## src/rtl/core_pkg.sv

```systemverilog
// core_pkg: shared instruction-format constants and types for the 16-bit core
package core_pkg;
  localparam int INSTR_WIDTH = 16;
  localparam int REG_ADDR_W = 3;
  localparam int RD_MSB = 11;
  localparam int RD_LSB = 9;
  localparam int RS1_MSB = 8;
  localparam int RS1_LSB = 6;
  localparam int RS2_MSB = 5;
  localparam int RS2_LSB = 3;
  typedef logic [INSTR_WIDTH-1:0] instr_t;
  localparam instr_t NOP_INSTR = 16'h0000;
endpackage

```

## src/rtl/if_id_stage_if.sv

```systemverilog
// if_id_stage_if: instruction memory bus between the fetch stage (master) and imem (slave)
interface if_id_stage_if #(
  parameter int PC_WIDTH = 8,
  parameter int INSTR_WIDTH = 16
);
  logic [PC_WIDTH-1:0] imem_addr;
  logic [INSTR_WIDTH-1:0] imem_rdata;
  modport master (output imem_addr, input imem_rdata);
  modport slave (input imem_addr, output imem_rdata);
endinterface

```

## src/rtl/if_id_stage_pc_reg.sv

```systemverilog
// pc_reg: fetch PC with redirect, stall hold and wrapping increment
module pc_reg #(
  parameter int PC_WIDTH = 8,
  parameter logic [PC_WIDTH-1:0] RESET_PC = '0
) (
  input  logic                clk,
  input  logic                rst_n,
  input  logic                pc_write,
  input  logic                redirect,
  input  logic [PC_WIDTH-1:0] target,
  output logic [PC_WIDTH-1:0] pc
);
  always_ff @(posedge clk)
    if (!rst_n) pc <= RESET_PC;
    else if (redirect) pc <= target;
    else if (pc_write) pc <= pc + PC_WIDTH'(1);
endmodule

```

## src/rtl/if_id_stage.sv

```systemverilog
// if_id_stage: fetch PC plus IF/ID register; IF_PERF_CNT_EN adds stall/flush counters
import core_pkg::*;
module if_id_stage #(
  parameter int PC_WIDTH = 8,
  parameter int INSTR_WIDTH = core_pkg::INSTR_WIDTH,
  parameter logic [PC_WIDTH-1:0] RESET_PC = '0,
  parameter logic [INSTR_WIDTH-1:0] NOP_INSTR = core_pkg::NOP_INSTR
) (
  input  logic                   clk,
  input  logic                   rst_n,
  input  logic                   pc_write,
  input  logic                   if_id_write,
  input  logic                   ex_branch_taken,
  input  logic [PC_WIDTH-1:0]    ex_branch_target,
  if_id_stage_if.master          imem,
  output logic [PC_WIDTH-1:0]    pc,
  output logic [INSTR_WIDTH-1:0] if_id_instr,
  output logic [PC_WIDTH-1:0]    if_id_pc,
  output logic                   if_id_valid,
  output logic [REG_ADDR_W-1:0]  if_id_rd,
  output logic [REG_ADDR_W-1:0]  if_id_rs1,
  output logic [REG_ADDR_W-1:0]  if_id_rs2
`ifdef IF_PERF_CNT_EN
  ,
  output logic [15:0]            stall_cnt,
  output logic [15:0]            flush_cnt
`endif
);
  pc_reg #(.PC_WIDTH(PC_WIDTH), .RESET_PC(RESET_PC)) u_pc (
    .clk(clk),
    .rst_n(rst_n),
    .pc_write(pc_write),
    .redirect(ex_branch_taken),
    .target(ex_branch_target),
    .pc(pc)
  );
  assign imem.imem_addr = pc;
  // a redirect beats a stall: whatever is held is on the wrong path
  always_ff @(posedge clk)
    if (!rst_n) begin
      if_id_instr <= NOP_INSTR;
      if_id_pc <= '0;
      if_id_valid <= 1'b0;
    end else if (ex_branch_taken) begin
      if_id_instr <= NOP_INSTR;
      if_id_pc <= ex_branch_target;
      if_id_valid <= 1'b0;
    end else if (if_id_write) begin
      if_id_instr <= imem.imem_rdata;
      if_id_pc <= pc;
      if_id_valid <= 1'b1;
    end
  assign if_id_rd = if_id_instr[RD_MSB:RD_LSB];
  assign if_id_rs1 = if_id_instr[RS1_MSB:RS1_LSB];
  assign if_id_rs2 = if_id_instr[RS2_MSB:RS2_LSB];
`ifdef IF_PERF_CNT_EN
  always_ff @(posedge clk)
    if (!rst_n) begin
      stall_cnt <= '0;
      flush_cnt <= '0;
    end else begin
      stall_cnt <= (!ex_branch_taken && !pc_write && stall_cnt != 16'hFFFF) ? stall_cnt + 16'd1 : stall_cnt;
      flush_cnt <= (ex_branch_taken && flush_cnt != 16'hFFFF) ? flush_cnt + 16'd1 : flush_cnt;
    end
`endif
endmodule

```

## src/flat_wrapper.sv

```systemverilog
// flat-port wrapper written by rule: the top's interface ports become plain ports
module if_id_stage_flat 
#(
  parameter int PC_WIDTH = 8,
  parameter int INSTR_WIDTH = core_pkg::INSTR_WIDTH,
  parameter logic [PC_WIDTH-1:0] RESET_PC = '0,
  parameter logic [INSTR_WIDTH-1:0] NOP_INSTR = core_pkg::NOP_INSTR
)
  (clk, rst_n, pc_write, if_id_write, ex_branch_taken, ex_branch_target, pc, if_id_instr, if_id_pc, if_id_valid, if_id_rd, if_id_rs1, if_id_rs2, imem_imem_addr, imem_imem_rdata);
  if_id_stage_if #(.PC_WIDTH(PC_WIDTH), .INSTR_WIDTH(INSTR_WIDTH)) imem_i ();
  input  logic clk;
  input  logic rst_n;
  input  logic pc_write;
  input  logic if_id_write;
  input  logic ex_branch_taken;
  input  logic [PC_WIDTH-1:0] ex_branch_target;
  output logic [PC_WIDTH-1:0] pc;
  output logic [INSTR_WIDTH-1:0] if_id_instr;
  output logic [PC_WIDTH-1:0] if_id_pc;
  output logic if_id_valid;
  output logic [REG_ADDR_W-1:0] if_id_rd;
  output logic [REG_ADDR_W-1:0] if_id_rs1;
  output logic [REG_ADDR_W-1:0] if_id_rs2;
  output wire logic [$bits(imem_i.imem_addr)-1:0] imem_imem_addr;
  input wire logic [$bits(imem_i.imem_rdata)-1:0] imem_imem_rdata;
  assign imem_imem_addr = imem_i.imem_addr;
  assign imem_i.imem_rdata = imem_imem_rdata;
  if_id_stage #(.PC_WIDTH(PC_WIDTH), .INSTR_WIDTH(INSTR_WIDTH), .RESET_PC(RESET_PC), .NOP_INSTR(NOP_INSTR)) u_core (.clk(clk), .rst_n(rst_n), .pc_write(pc_write), .if_id_write(if_id_write), .ex_branch_taken(ex_branch_taken), .ex_branch_target(ex_branch_target), .imem(imem_i), .pc(pc), .if_id_instr(if_id_instr), .if_id_pc(if_id_pc), .if_id_valid(if_id_valid), .if_id_rd(if_id_rd), .if_id_rs1(if_id_rs1), .if_id_rs2(if_id_rs2));
endmodule
```

## config.mk

```make
export PLATFORM = sky130hd
export DESIGN_NAME = if_id_stage_flat
export DESIGN_NICKNAME = d
export VERILOG_FILES = /design/src/rtl/core_pkg.sv /design/src/rtl/if_id_stage_if.sv /design/src/rtl/if_id_stage_pc_reg.sv /design/src/rtl/if_id_stage.sv /design/src/flat_wrapper.sv
export SDC_FILE = /design/constraint.sdc
export NUM_CORES = 1
export LEC_CHECK = 0
export ABC_CLOCK_PERIOD_IN_PS = 2170
export BUFFER_PORTS_ARGS = -buffer_cell sky130_fd_sc_hd__buf_2
export CORE_UTILIZATION = 49
export CTS_BUF_LIST = sky130_fd_sc_hd__clkbuf_8
export DETAILED_ROUTE_END_ITERATION = 10
export MAX_ROUTING_LAYER = met4
export PLACE_DENSITY = 0.9
export SYNTH_ARGS = -nofsm -noshare
export SYNTH_HDL_FRONTEND = slang
export SYNTH_SLANG_ARGS = --single-unit
```

## constraint.sdc

```tcl
create_clock -name clk -period 2.17 [get_ports clk]
set_input_delay 0.3255 -clock clk [delete_from_list [all_inputs] [get_ports clk]]
set_output_delay 0.3255 -clock clk [all_outputs]
set_load 0.02 [all_outputs]
```

# [Word level (Yosys, flattened, before mapping)]
# Cells that the tools add are included.
[word_totals] input_bits=29 reg_bits=33 elab_cells=13 output_inout_bits=50
[classes] reduce_logical=3 mux=4 n_bitwise=1 add_sub_neg=1
[op_table] op="$mux 8" n=4
[op_table] op="$add 8x1->8 const B" n=1
[op_table] op="$reduce_bool 2->1" n=2
[op_table] op="$reduce_or 2->1" n=1
[op_table] op="$not 1->1" n=1

# [Longest topological paths before layout]
# Gate-level depths: netlist of the first run.
[depth] word_depth=3 depth_mapped=4 ltp_nobuf=4

# [Modules after synthesis]
# Synthesis of the first run repeated with hierarchy kept, for this count alone.
[hier_totals] cells_unflattened=163 area_unflattened_um2=1614.0
[modules_own_cells] module="if_id_stage" cells_per_inst=108 n_inst=1 area_per_inst_um2=1152.4 seq_area_each_um2=500.5
[modules_own_cells] module="pc_reg" cells_per_inst=55 n_inst=1 area_per_inst_um2=461.7 seq_area_each_um2=160.2

# [Worst setup path after synthesis of the first run]
# Ideal clock, no wire load.
[synth_path] path_type="reg-to-reg" startpoint="reg u_core.u_pc.pc[0]" endpoint="reg u_core.u_pc.pc[6]" path_buffers=0 path_stages_with_launch=5 setup_ns=0.074 required_ns=2.096 t_arrival_ns=1.306 setup_slack_ns=0.790 synth_period_minus_slack_ns=1.380 path_cell_list="dfxtp_1 ha_1 nand2_1 or3_1 a31oi_1"
[synth_between] elab_chain_cells=3
[synth_rtl] item="from (decl)" line_no="if_id_stage_pc_reg.sv:11" rtl="output logic [PC_WIDTH-1:0] pc"
[synth_rtl] item="from (signal assigned)" line_no="if_id_stage_pc_reg.sv:15" rtl="else if (redirect) pc <= target;"
[synth_rtl] item="from (signal assigned)" line_no="if_id_stage_pc_reg.sv:16" rtl="else if (pc_write) pc <= pc + PC_WIDTH'(1);"
[synth_rtl] item="$add 8x1->8" line_no="if_id_stage_pc_reg.sv:16"
[synth_rtl] item="$mux 8" line_no="if_id_stage_pc_reg.sv:16"
[synth_rtl] item="$mux 8" line_no="if_id_stage_pc_reg.sv:15"
# Every way passes these cells. The select of a mux whose other input is x is not followed.
# A chain may end at the register's enable or synchronous reset.

# [Worst setup path in the final report of the first run]
# Same ends and word-level chain as after synthesis.

==> metrics.md, run 1 <==
| Metric | Value |
|---|---|
| CP endpoint | `u_core.u_pc.pc[6]` |
| Syn Area/Cell | `9.67 sq um` |
| Routed WL | `2.76 mm` |
| Cell Area, Synth | `1400 sq um` |
| Largest net degree at the start of global routing | `26` |
| Final Hold Fails | `0` |
| Finish-stage setup viols | `0` |
| Die Height | `55.5 um` |
| Reg clk slew, reported paths | `60 ps` |
| DRC errors left | `0` |
| Final core occ | `64.3%` |
| Clk_lat worst skew | `280 ps` |
| Critical Path End Type | `flop` |
| Max stage delay on crit path | `500 ps` |
| Worst IR Drop VDD | `0.000546 V` |
| Num CTS Buffers | `5` |
| Chip Width | `55.5 um` |
| Via count | `1225` |
| Critical R2R Capture | `u_core.u_pc.pc[6]` |
| Seq. cell area | `661 sq um` |
| I/O pins | `79` |
| Site Rows | `19` |
| Flops & latches, synth | `33` |
| CTS tree | `done` |
| Critical path peak fanout | `8` |
| Hold Buf Count CTS | `0` |
| Number of fill cells in the layout | `238` |
| Slowest CP cell | `dfxtp_1` |
| Clock sink count | `33` |
| Crit Path Class | `flop to flop` |
| DRT iter0 DRCs | `48` |
| Register area share after synthesis | `47.1%` |
| Slew @ Worst Pin | `720 ps` |
| WL per Instance | `11.6 um` |
| Die ar. | `3080 sq um` |
| RSZ-0062 raised after global routing | `false` |
| Post-DP HPWL | `1.92 mm` |
| Status | `completed` |
| Drt via density | `5.17` |
| Gate Count Post-Synth | `145` |
| Cell taking the most area after synthesis | `dfxtp_1` |
| PortBufs | `78` |
| Drt first pass iters | `4` |
| Power Density | `760 nW/um^2` |
| Clock Tree Buf Depth | `2` |
| Max-slew headroom | `52.0%` |
| First-pass GRT wire length | `4.71 mm` |
| Post-CTS sizing | `0` |
| Antenna viol nets, final | `0` |
| Leakage | `0.933 nW` |
| N_diodes | `0` |
| Grt total ovfl | `0` |
| Hold crit path type | `input pin to flop` |
| Minimum clock period after layout | `1390 ps` |
| Initial core utilization | `51.3%` |
| H-tree depth | `2` |
| CP startpoint kind | `flop` |
| Arrival time worst endpoint | `1600 ps` |
| Crit-path cells | `ha_1, nand2_1, or3_1, a31oi_1` |
| R2R setup slack | `780 ps` |
| Setup Skew | `1.35 ps` |
| Critical path required time | `2380 ps` |
| Synth Net Count | `175` |
| Worst r2r src | `u_core.u_pc.pc[0]` |
| GRT Overall Usage | `20.1%` |
| Count of cell types in the netlist | `19` |
| Multi-input gate area | `572 sq um` |
| Final Max Tran Viols | `0` |
| Crit share post-route | `64.3%` |
| Yosys warns | `0` |
| Layout Nets | `236` |
| Number of flip-flops in the largest register | `16` |
| Vias in the first global route | `1122` |
| Core Region | `2730 sq um` |
| Max Cap Viol | `0` |
| Area growth syn-to-layout | `25.4%` |
| Initial antenna violation count | `0` |
| Share of post-route cells with drive strength above 1 | `41.7%` |
| Fmax | `0.717 GHz` |
| Synth top area share | `47.1%` |
| Synth top area cells | `dfxtp_1, mux2i_1, buf_4` |
| Start point of the critical path | `u_core.u_pc.pc[0]` |
| # Post-CTS Setup Buffers | `0` |
| Routability cong. | `0.767` |
| Worst R2R Path Depth | `4` |
| CTS root buffer | `clkbuf_8` |
| Final setup TNS | `0 ps` |
-- cell usage in the layout, fill, tap and decap left out, types with 2 or more instances in the layout --
cell      instances
a21oi_1          13
a31oi_1           3
buf_2            78
clkbuf_8          6
dfxtp_1          33
inv_1             2
mux2i_1          25
nand2_1           2
nand3_1           2
nand4_1           3
nor2_1           18
o21ai_0          11
or3_1             3
xor2_1            3
-- routing by layer --
metal | GRT usage [%] | wire length [um] | vias to the layer above
met5 | - | 0 | -
met3 | 7.26 | 174 | 2
met2 | 32.7 | 1350 | 57
li1 | - | - | 604
met4 | 8.57 | 9 | 0
met1 | 22.0 | 1220 | 562
-- worst min path at each step --
stage,start,end,depth (start not counted)
final,imem_imem_rdata[1],u_core.if_id_instr[1],3
after global routing,imem_imem_rdata[15],u_core.if_id_instr[15],3
after CTS,imem_imem_rdata[4],u_core.if_id_instr[4],3
after detailed placement,u_core.if_id_valid,u_core.if_id_valid,2
after global placement,u_core.if_id_valid,u_core.if_id_valid,2
after floorplan,imem_imem_rdata[0],u_core.if_id_instr[0],2
-- area by class of cell --
class                           instances  area share, %
Clock buffer                            6           4.69
Inverter                                1          0.213
Sequential cell                        33           37.6
Clock inverter                          1          0.213
Timing Repair Buffer                   79           22.6
Tap cell                               31           2.20
Multi-Input combinational cell         86           32.5
-- worst max-delay path, delay by kind of cell, from the launching register on --
family          cells  cell delay (ps)
fa+ha+maj           1              230
simple gates        2              440
flops               1              500
compound gates      1              150
-- synth_stat cells --
library cell	count
dfxtp_1	33
mux2i_1	25
buf_4	18
nor2_1	18
a21oi_1	13
o21ai_0	11
buf_2	4
a31oi_1	3
nand4_1	3
or3_1	3
xor2_1	3
clkbuf_1	2
nand2_1	2
nand3_1	2
buf_1	1
ha_1	1
inv_1	1
nand4_2	1
xnor2_1	1
-- report_power, final --
| part | total, mW | leakage [nW] | switching (mW) | internal, mW |
|---|---|---|---|---|
| clock network | 0.444 | 0.0485 | 0.197 | 0.246 |
| registers | 0.671 | 0.272 | 0.0315 | 0.639 |
| logic | 0.223 | 0.613 | 0.134 | 0.0888 |
-- cell families after synthesis --
kind of cell,share of synthesized area (%)
xor+xnor,2.50
buf+inv,12.1
compound gates,9.90
mux,17.8
simple gates,9.63
flops,47.1
fa+ha+maj,0.892
-- per-stage QoR --
stage	power, mW	cell area (sq um)	hold slack [ps]	setup slack (ps)	std cells
3_5_place_dp	0.906	1670	462	806	230
4_1_cts	1.35	1760	280	788	237
2_1_floorplan	0.845	1400	473	790	145
6_report	1.34	1760	287	775	237
3_3_place_gp	0.902	1670	445	831	230
5_1_grt	1.41	1760	286	714	237
Power figures use the tool's default switching activity.
==> run 2: changes to the inputs <==
--- a/config.mk
+++ b/config.mk
@@ -5,13 +5,13 @@
 export SDC_FILE = /design/constraint.sdc
 export NUM_CORES = 1
 export LEC_CHECK = 0
-export ABC_CLOCK_PERIOD_IN_PS = 2170
+export ABC_CLOCK_PERIOD_IN_PS = 1200
 export BUFFER_PORTS_ARGS = -buffer_cell sky130_fd_sc_hd__buf_2
-export CORE_UTILIZATION = 49
+export CORE_UTILIZATION = 41
 export CTS_BUF_LIST = sky130_fd_sc_hd__clkbuf_8
 export DETAILED_ROUTE_END_ITERATION = 10
 export MAX_ROUTING_LAYER = met4
-export PLACE_DENSITY = 0.9
+export PLACE_DENSITY = 0.8
 export SYNTH_ARGS = -nofsm -noshare
 export SYNTH_HDL_FRONTEND = slang
 export SYNTH_SLANG_ARGS = --single-unit
==> constraint.sdc (replaced) <==
create_clock -name clk -period 1.2 [get_ports clk]
set_input_delay 0.18 -clock clk [delete_from_list [all_inputs] [get_ports clk]]
set_output_delay 0.18 -clock clk [all_outputs]
set_load 0.02 [all_outputs]
==> run 2 against run 1 <==
Net effect:
- non-clock buffer count increased by 6
- highest routed layer unchanged
- final cell count grew 8.4%
- worst setup slack got worse by 720 ps
- sequential power is 80% higher
- power rose by 81%
- critical path depth unchanged
- maximum frequency up 22%
==> metrics.md, run 2 (synthesized netlist as in run 1, its figures left out) <==
| Metric | Value |
|---|---|
| Number of flip-flops in the largest register | `16 (unchanged)` |
| Max Cap Viol | `0 (unchanged)` |
| Final Max Tran Viols | `0 (unchanged)` |
| H-tree depth | `2 (unchanged)` |
| First-pass GRT wire length | `4.45 mm (was 4.71 mm)` |
| GRT Overall Usage | `17.5% (was 20.1%)` |
| Num CTS Buffers | `5 (unchanged)` |
| Share of post-route cells with drive strength above 1 | `46.5% (was 41.7%)` |
| Via count | `1217 (was 1225)` |
| Layout Cells excl Fill | `257 (was 237)` |
| Area growth syn-to-layout | `32.3% (was 25.4%)` |
| Clock Power Share | `32.0% (was 33.2%)` |
| Antenna viol nets, final | `0 (unchanged)` |
| DRC errors left | `0 (unchanged)` |
| Final setup TNS | `0 ps (unchanged)` |
| Grt total ovfl | `0 (unchanged)` |
| Routed WL | `2.94 mm (was 2.76 mm)` |
| Post-route cell area | `1860 sq um (was 1760 sq um)` |
| Area after DPL | `1750 sq um (was 1670 sq um)` |
| DRT iter0 DRCs | `28 (was 48)` |
| Largest net degree at the start of global routing | `26 (unchanged)` |
| Critical path peak fanout | `7 (was 8)` |
| Die Height | `60.5 um (was 55.5 um)` |
| N_diodes | `0 (unchanged)` |
| Status | `completed (unchanged)` |
| Switching power | `685 uW (was 363 uW)` |
| Worst IR Drop VDD | `0.000648 V (was 0.000546 V)` |
| Leakage | `0.969 nW (was 0.933 nW)` |
| Die ar. | `3660 sq um (was 3080 sq um)` |
| Most common cell after layout, fill and taps aside | `buf_2 (unchanged)` |
| Clock Tree Buf Depth | `2 (unchanged)` |
| Critical path required time | `1410 ps (was 2380 ps)` |
| WL per Instance | `11.5 um (was 11.6 um)` |
| Number of fill cells in the layout | `296 (was 238)` |
| Cell Int Power | `1.73 mW (was 974 uW)` |
| Critical Path End Type | `flop (unchanged)` |
| Vias in the first global route | `1075 (was 1122)` |
| Finish-stage setup viols | `0 (unchanged)` |
| Post-DP HPWL | `2.14 mm (was 1.92 mm)` |
| Max-slew headroom | `65.0% (was 52.0%)` |
| Initial core utilization | `44.5% (was 51.3%)` |
| Clk_lat worst skew | `280 ps (about the same)` |
| Slew @ Worst Pin | `524 ps (was 720 ps)` |
| Chip Width | `60.5 um (was 55.5 um)` |
| Power Density | `1300 nW/um^2 (was 760 nW/um^2)` |
| CP startpoint kind | `flop (unchanged)` |
| Minimum clock period after layout | `1140 ps (was 1390 ps)` |
| Site Rows | `20 (was 19)` |
| Switch share | `28.4% (was 27.1%)` |
| I/O pins | `79 (unchanged)` |
| Routability cong. | `0.790 (was 0.767)` |
| Logic pwr share | `18.0% (was 16.7%)` |
| CTS root buffer | `clkbuf_8 (unchanged)` |
| Arrival time worst endpoint | `1350 ps (was 1600 ps)` |
| Crit share post-route | `95.2% (was 64.3%)` |
| Crit Path Class | `flop to flop (unchanged)` |
| Setup Skew | `3.52 ps (was 1.35 ps)` |
| Post-layout power | `2.41 mW (was 1.34 mW)` |
| Initial antenna violation count | `0 (unchanged)` |
| RSZ-0062 raised after global routing | `false (unchanged)` |
| Power share of the sequential group | `50.0% (was 50.2%)` |
| Most frequent cells in the layout | `buf_2, dfxtp_1, mux2i_1 (unchanged)` |
| CTS tree | `done (unchanged)` |
| Reg clk slew, reported paths | `60 ps (about the same)` |
| Layout Nets | `242 (was 236)` |
| Clock sink count | `33 (unchanged)` |
| Drt first pass iters | `2 (was 4)` |
| Drt via density | `4.74 (was 5.17)` |
| Core Region | `3150 sq um (was 2730 sq um)` |
| Placed insts | `248 (was 230)` |
| Fmax | `0.875 GHz (was 0.717 GHz)` |
| Final Hold Fails | `0 (unchanged)` |
| PortBufs | `78 (unchanged)` |
| Hold crit path type | `input pin to flop (unchanged)` |
## run 2: power by group through the flow
stage,clock [mW],combinational [mW],sequential [mW]
detailed placement,0,0.431,1.23
global route,0.852,0.478,1.22
global placement,0,0.428,1.23
finish,0.772,0.434,1.21
CTS,0.803,0.433,1.21
floorplan,0,0.226,1.30
## run 2: cell type report
| class | instances | area, sq um | share of cell area [%] |
|---|---|---|---|
| inverter | 1 | 3.75 | 0.202 |
| sequential | 33 | 674 | 36.3 |
| timing repair buffer | 85 | 455 | 24.5 |
| clock buffer | 5 | 68.8 | 3.71 |
| tap | 44 | 55.1 | 2.97 |
| clock inverter | 3 | 13.8 | 0.742 |
| multi-input combinational | 86 | 584 | 31.5 |
## run 2: worst paths after layout
| check | from | end | slack, ps | cells after the start |
|---|---|---|---|---|
| worst max-delay path | u_core.u_pc.pc[1] | u_core.u_pc.pc[7] | 60 | 4 |
| worst min-delay path | imem_imem_rdata[3] | u_core.if_id_instr[3] | 130 | 3 |
| worst max register to register | u_core.u_pc.pc[1] | u_core.u_pc.pc[7] | 60 | 4 |
| worst min register to register | u_core.if_id_valid | u_core.if_id_valid | 470 | 2 |
## run 2: routing by layer
| layer | global-route usage (%) | wire [um] |
|---|---|---|
| met3 | 7.46 | 246 |
| met2 | 30.1 | 1360 |
| met5 | - | 0 |
| met4 | 6.82 | 34 |
| met1 | 17.5 | 1300 |
## run 2: per-stage QoR
| stage | setup WS, ps | hold slack [ps] | util (%) |
|---|---|---|---|
| CTS | 13.0 | 126 | 58.1 |
| finish | 57.1 | 129 | 58.8 |
| floorplan | 2.66 | 327 | - |
| global placement | 68.9 | 414 | 55.5 |
| detailed placement | 39.4 | 425 | 55.5 |
| global route | 0.537 | 140 | 58.8 |
## run 2: critical path, stage by stage, from the launching register on
cell	delay (ps)
dfxtp_4	380
buf_4	120
nand4_1	90
or3_1	320
a31oi_1	160
## run 2: repair_timing
action	4_1_cts	5_1_grt
endpoints found under the setup margin	1	1
pin swaps	1	2
hold buffers	0	0
resized for setup	0	3
buffers inserted	0	1
hold endpoints to repair	0	0
==> run 3: changes to the inputs <==
--- a/config.mk
+++ b/config.mk
@@ -7,11 +7,14 @@
 export LEC_CHECK = 0
 export ABC_CLOCK_PERIOD_IN_PS = 1200
 export BUFFER_PORTS_ARGS = -buffer_cell sky130_fd_sc_hd__buf_2
-export CORE_UTILIZATION = 41
+export CELL_PAD_IN_SITES_DETAIL_PLACEMENT = 1
+export CELL_PAD_IN_SITES_GLOBAL_PLACEMENT = 2
+export CORE_UTILIZATION = 22
 export CTS_BUF_LIST = sky130_fd_sc_hd__clkbuf_8
 export DETAILED_ROUTE_END_ITERATION = 10
 export MAX_ROUTING_LAYER = met4
-export PLACE_DENSITY = 0.8
+export PLACE_DENSITY = 0.78
+export SETUP_SLACK_MARGIN = 0.4
 export SYNTH_ARGS = -nofsm -noshare
 export SYNTH_HDL_FRONTEND = slang
 export SYNTH_SLANG_ARGS = --single-unit
==> run 3 against run 2 <==
Net effect:
- combinational power increased by 29%
- count of clock-buffer cells in the layout unchanged
- sequential power about the same
- critical endpoint is now imem_imem_addr[1]
- register-to-register slack improved by 40 ps
- final cell count increased by 13%
- largest power group unchanged
- sequential share of layout area decreased by 5.0 points
- critical path type is now flop to output pin
==> metrics.md, run 3 (synthesized netlist as in run 1, its figures left out) <==
| Metric | Value |
|---|---|
| Status | `completed (unchanged)` |
| H-tree depth | `2 (unchanged)` |
| Final setup TNS | `0 ps (unchanged)` |
| Most frequent cells in the layout | `buf_6, buf_2, mux2i_1, dfxtp_2, nor2_1 (was buf_2, dfxtp_1, mux2i_1)` |
| Slew @ Worst Pin | `339 ps (was 524 ps)` |
| Crit Path Class | `flop to output pin (was flop to flop)` |
| Worst R2R Path Depth | `4 (unchanged)` |
| Power Density | `1120 nW/um^2 (was 1300 nW/um^2)` |
| Worst r2r src | `u_core.u_pc.pc[1] (unchanged)` |
| WHS Path Cells | `3 (unchanged)` |
| Num CTS Buffers | `5 (unchanged)` |
| Drt via density | `4.37 (was 4.74)` |
| Critical R2R Capture | `u_core.u_pc.pc[6] (was u_core.u_pc.pc[7])` |
| Hold Buf Count CTS | `0 (unchanged)` |
| Share of post-route cells with drive strength above 1 | `61.6% (was 46.5%)` |
| R2R setup slack | `100 ps (was 60 ps)` |
| Layout Nets | `245 (was 242)` |
| Clock Tree Buf Depth | `2 (unchanged)` |
| Slowest CP cell | `dfxtp_4 (unchanged)` |
| CP top delay family | `flip-flops (was simple AND/OR/NAND/NOR gates)` |
| Area growth syn-to-layout | `64.4% (was 32.3%)` |
| GRT Overall Usage | `11.5% (was 17.5%)` |
| Leakage | `1.06 nW (was 0.969 nW)` |
| First-pass GRT wire length | `5.65 mm (was 4.45 mm)` |
| Core Region | `6030 sq um (was 3150 sq um)` |
| Largest net degree at the start of global routing | `26 (unchanged)` |
| Finish-stage setup viols | `0 (unchanged)` |
| Max stage delay on crit path | `380 ps (about the same)` |
| Buf/Inv on CP | `2 (was 1)` |
| Fmax | `0.905 GHz (was 0.875 GHz)` |
| Final Hold Fails | `0 (unchanged)` |
| Chip Width | `81.8 um (was 60.5 um)` |
| Reg clk slew, reported paths | `70 ps (was 60 ps)` |
| Arrival time worst endpoint | `920 ps (was 1350 ps)` |
| Final Max Tran Viols | `0 (unchanged)` |
| Clk_lat worst skew | `280 ps (about the same)` |
| Max Cap Viol | `0 (unchanged)` |
| Start point of the critical path | `u_core.u_pc.pc[1] (unchanged)` |
| Routed WL | `3.75 mm (was 2.94 mm)` |
| Antenna viol nets, final | `0 (unchanged)` |
| Critical hold path startpoint | `imem_imem_rdata[8] (was imem_imem_rdata[3])` |
| WL per Instance | `12.9 um (was 11.5 um)` |
| Minimum clock period after layout | `1100 ps (was 1140 ps)` |
| Clock sink count | `33 (unchanged)` |
| Number of flip-flops in the largest register | `16 (unchanged)` |
| Critical path required time | `1020 ps (was 1410 ps)` |
| Crit share post-route | `92.0% (was 95.2%)` |
| CTS root buffer | `clkbuf_8 (unchanged)` |
| Grt total ovfl | `0 (unchanged)` |
| DRC errors left | `0 (unchanged)` |
| CP startpoint kind | `flop (unchanged)` |
| Die ar. | `6700 sq um (was 3660 sq um)` |
| Hold path endpoint | `u_core.if_id_instr[8] (was u_core.if_id_instr[3])` |
| Drt first pass iters | `4 (was 2)` |
| Max-slew headroom | `77.1% (was 65.0%)` |
| DRT iter0 DRCs | `31 (was 28)` |
| Site Rows | `28 (was 20)` |
| CTS tree | `done (unchanged)` |
| Initial core utilization | `23.3% (was 44.5%)` |
| Post-DP HPWL | `2.68 mm (was 2.14 mm)` |
| Hold crit path type | `input pin to flop (unchanged)` |
| Die Height | `81.8 um (was 60.5 um)` |
| Setup Skew | `8.67 ps (was 3.52 ps)` |
| Most common cell after layout, fill and taps aside | `buf_6 (was buf_2)` |
| RSZ-0062 raised after global routing | `true (was false)` |
| Critical Path End Type | `output pin (was flop)` |
| Critical path peak fanout | `8 (was 7)` |
| Vias in the first global route | `1233 (was 1075)` |
| Initial antenna violation count | `0 (unchanged)` |
| I/O pins | `79 (unchanged)` |
| Worst IR Drop VDD | `0.000442 V (was 0.000648 V)` |
| N_diodes | `0 (unchanged)` |
| Routability cong. | `0.715 (was 0.790)` |
| PortBufs | `78 (unchanged)` |
| Via count | `1272 (was 1217)` |
| Post-layout power | `2.58 mW (was 2.41 mW)` |
| Crit-path cells | `buf_4, buf_6 (was buf_4, nand4_1, or3_1, a31oi_1)` |
run 3: area by class of cell:
cell class | instances | area [sq um]
clock buffer | 5 | 68.8
clock inverter | 3 | 13.8
fill | 697 | 3720
inverter | 1 | 3.75
multi-input combinational | 86 | 608
sequential | 33 | 722
tap | 75 | 93.8
timing repair buffer | 88 | 796
run 3: worst register-to-register path: stages (launching register included):
cell and delay [ps]:
dfxtp_4 400, ha_4 150, nand2_4 50, or3_1 300, a31oi_1 120
run 3: routing by layer:
layer,GRT usage [%],routed length (um),vias to the layer above
li1,-,-,625
met4,2.63,14,0
met5,-,0,-
met3,3.78,294,2
met2,20.6,1920,50
met1,12.1,1520,595
run 3: timing repair:
item                       CTS  global route
pin swaps                    5             4
setup buffers                4             3
cloned                       0             0
setup endpoints to repair   58            77
gates resized for setup    117             9
run 3: how the worst max path moves through the flow:
stage,slack (ps),end,cells after the start
after detailed placement,80,u_core.u_pc.pc[6],4
final,100,imem_imem_addr[1],2
after global routing,40,u_core.u_pc.pc[6],4
after floorplan,80,u_core.u_pc.pc[6],4
after global placement,100,u_core.u_pc.pc[6],4
after CTS,100,u_core.u_pc.pc[6],4
run 3: per-stage QoR:
stage                     cell area, sq um  hold slack [ps]  util [%]  cells  worst slack [ps]
final                                 2310              134      38.3    291              95.4
after global routing                  2310              136      38.3    291              42.3
after CTS                             2250              129      37.4    288               105
after detailed placement              1820              421      30.3    276              78.7
after global placement                1820              417      30.3    276               101
after floorplan                       1490              327         -    145              84.5
run 3: where the power goes:
part / leakage [nW] / internal, mW / switching, mW
combinational: 0.724 / 0.291 / 0.267
clock: 0.0491 / 0.393 / 0.389
sequential: 0.286 / 1.16 / 0.0774
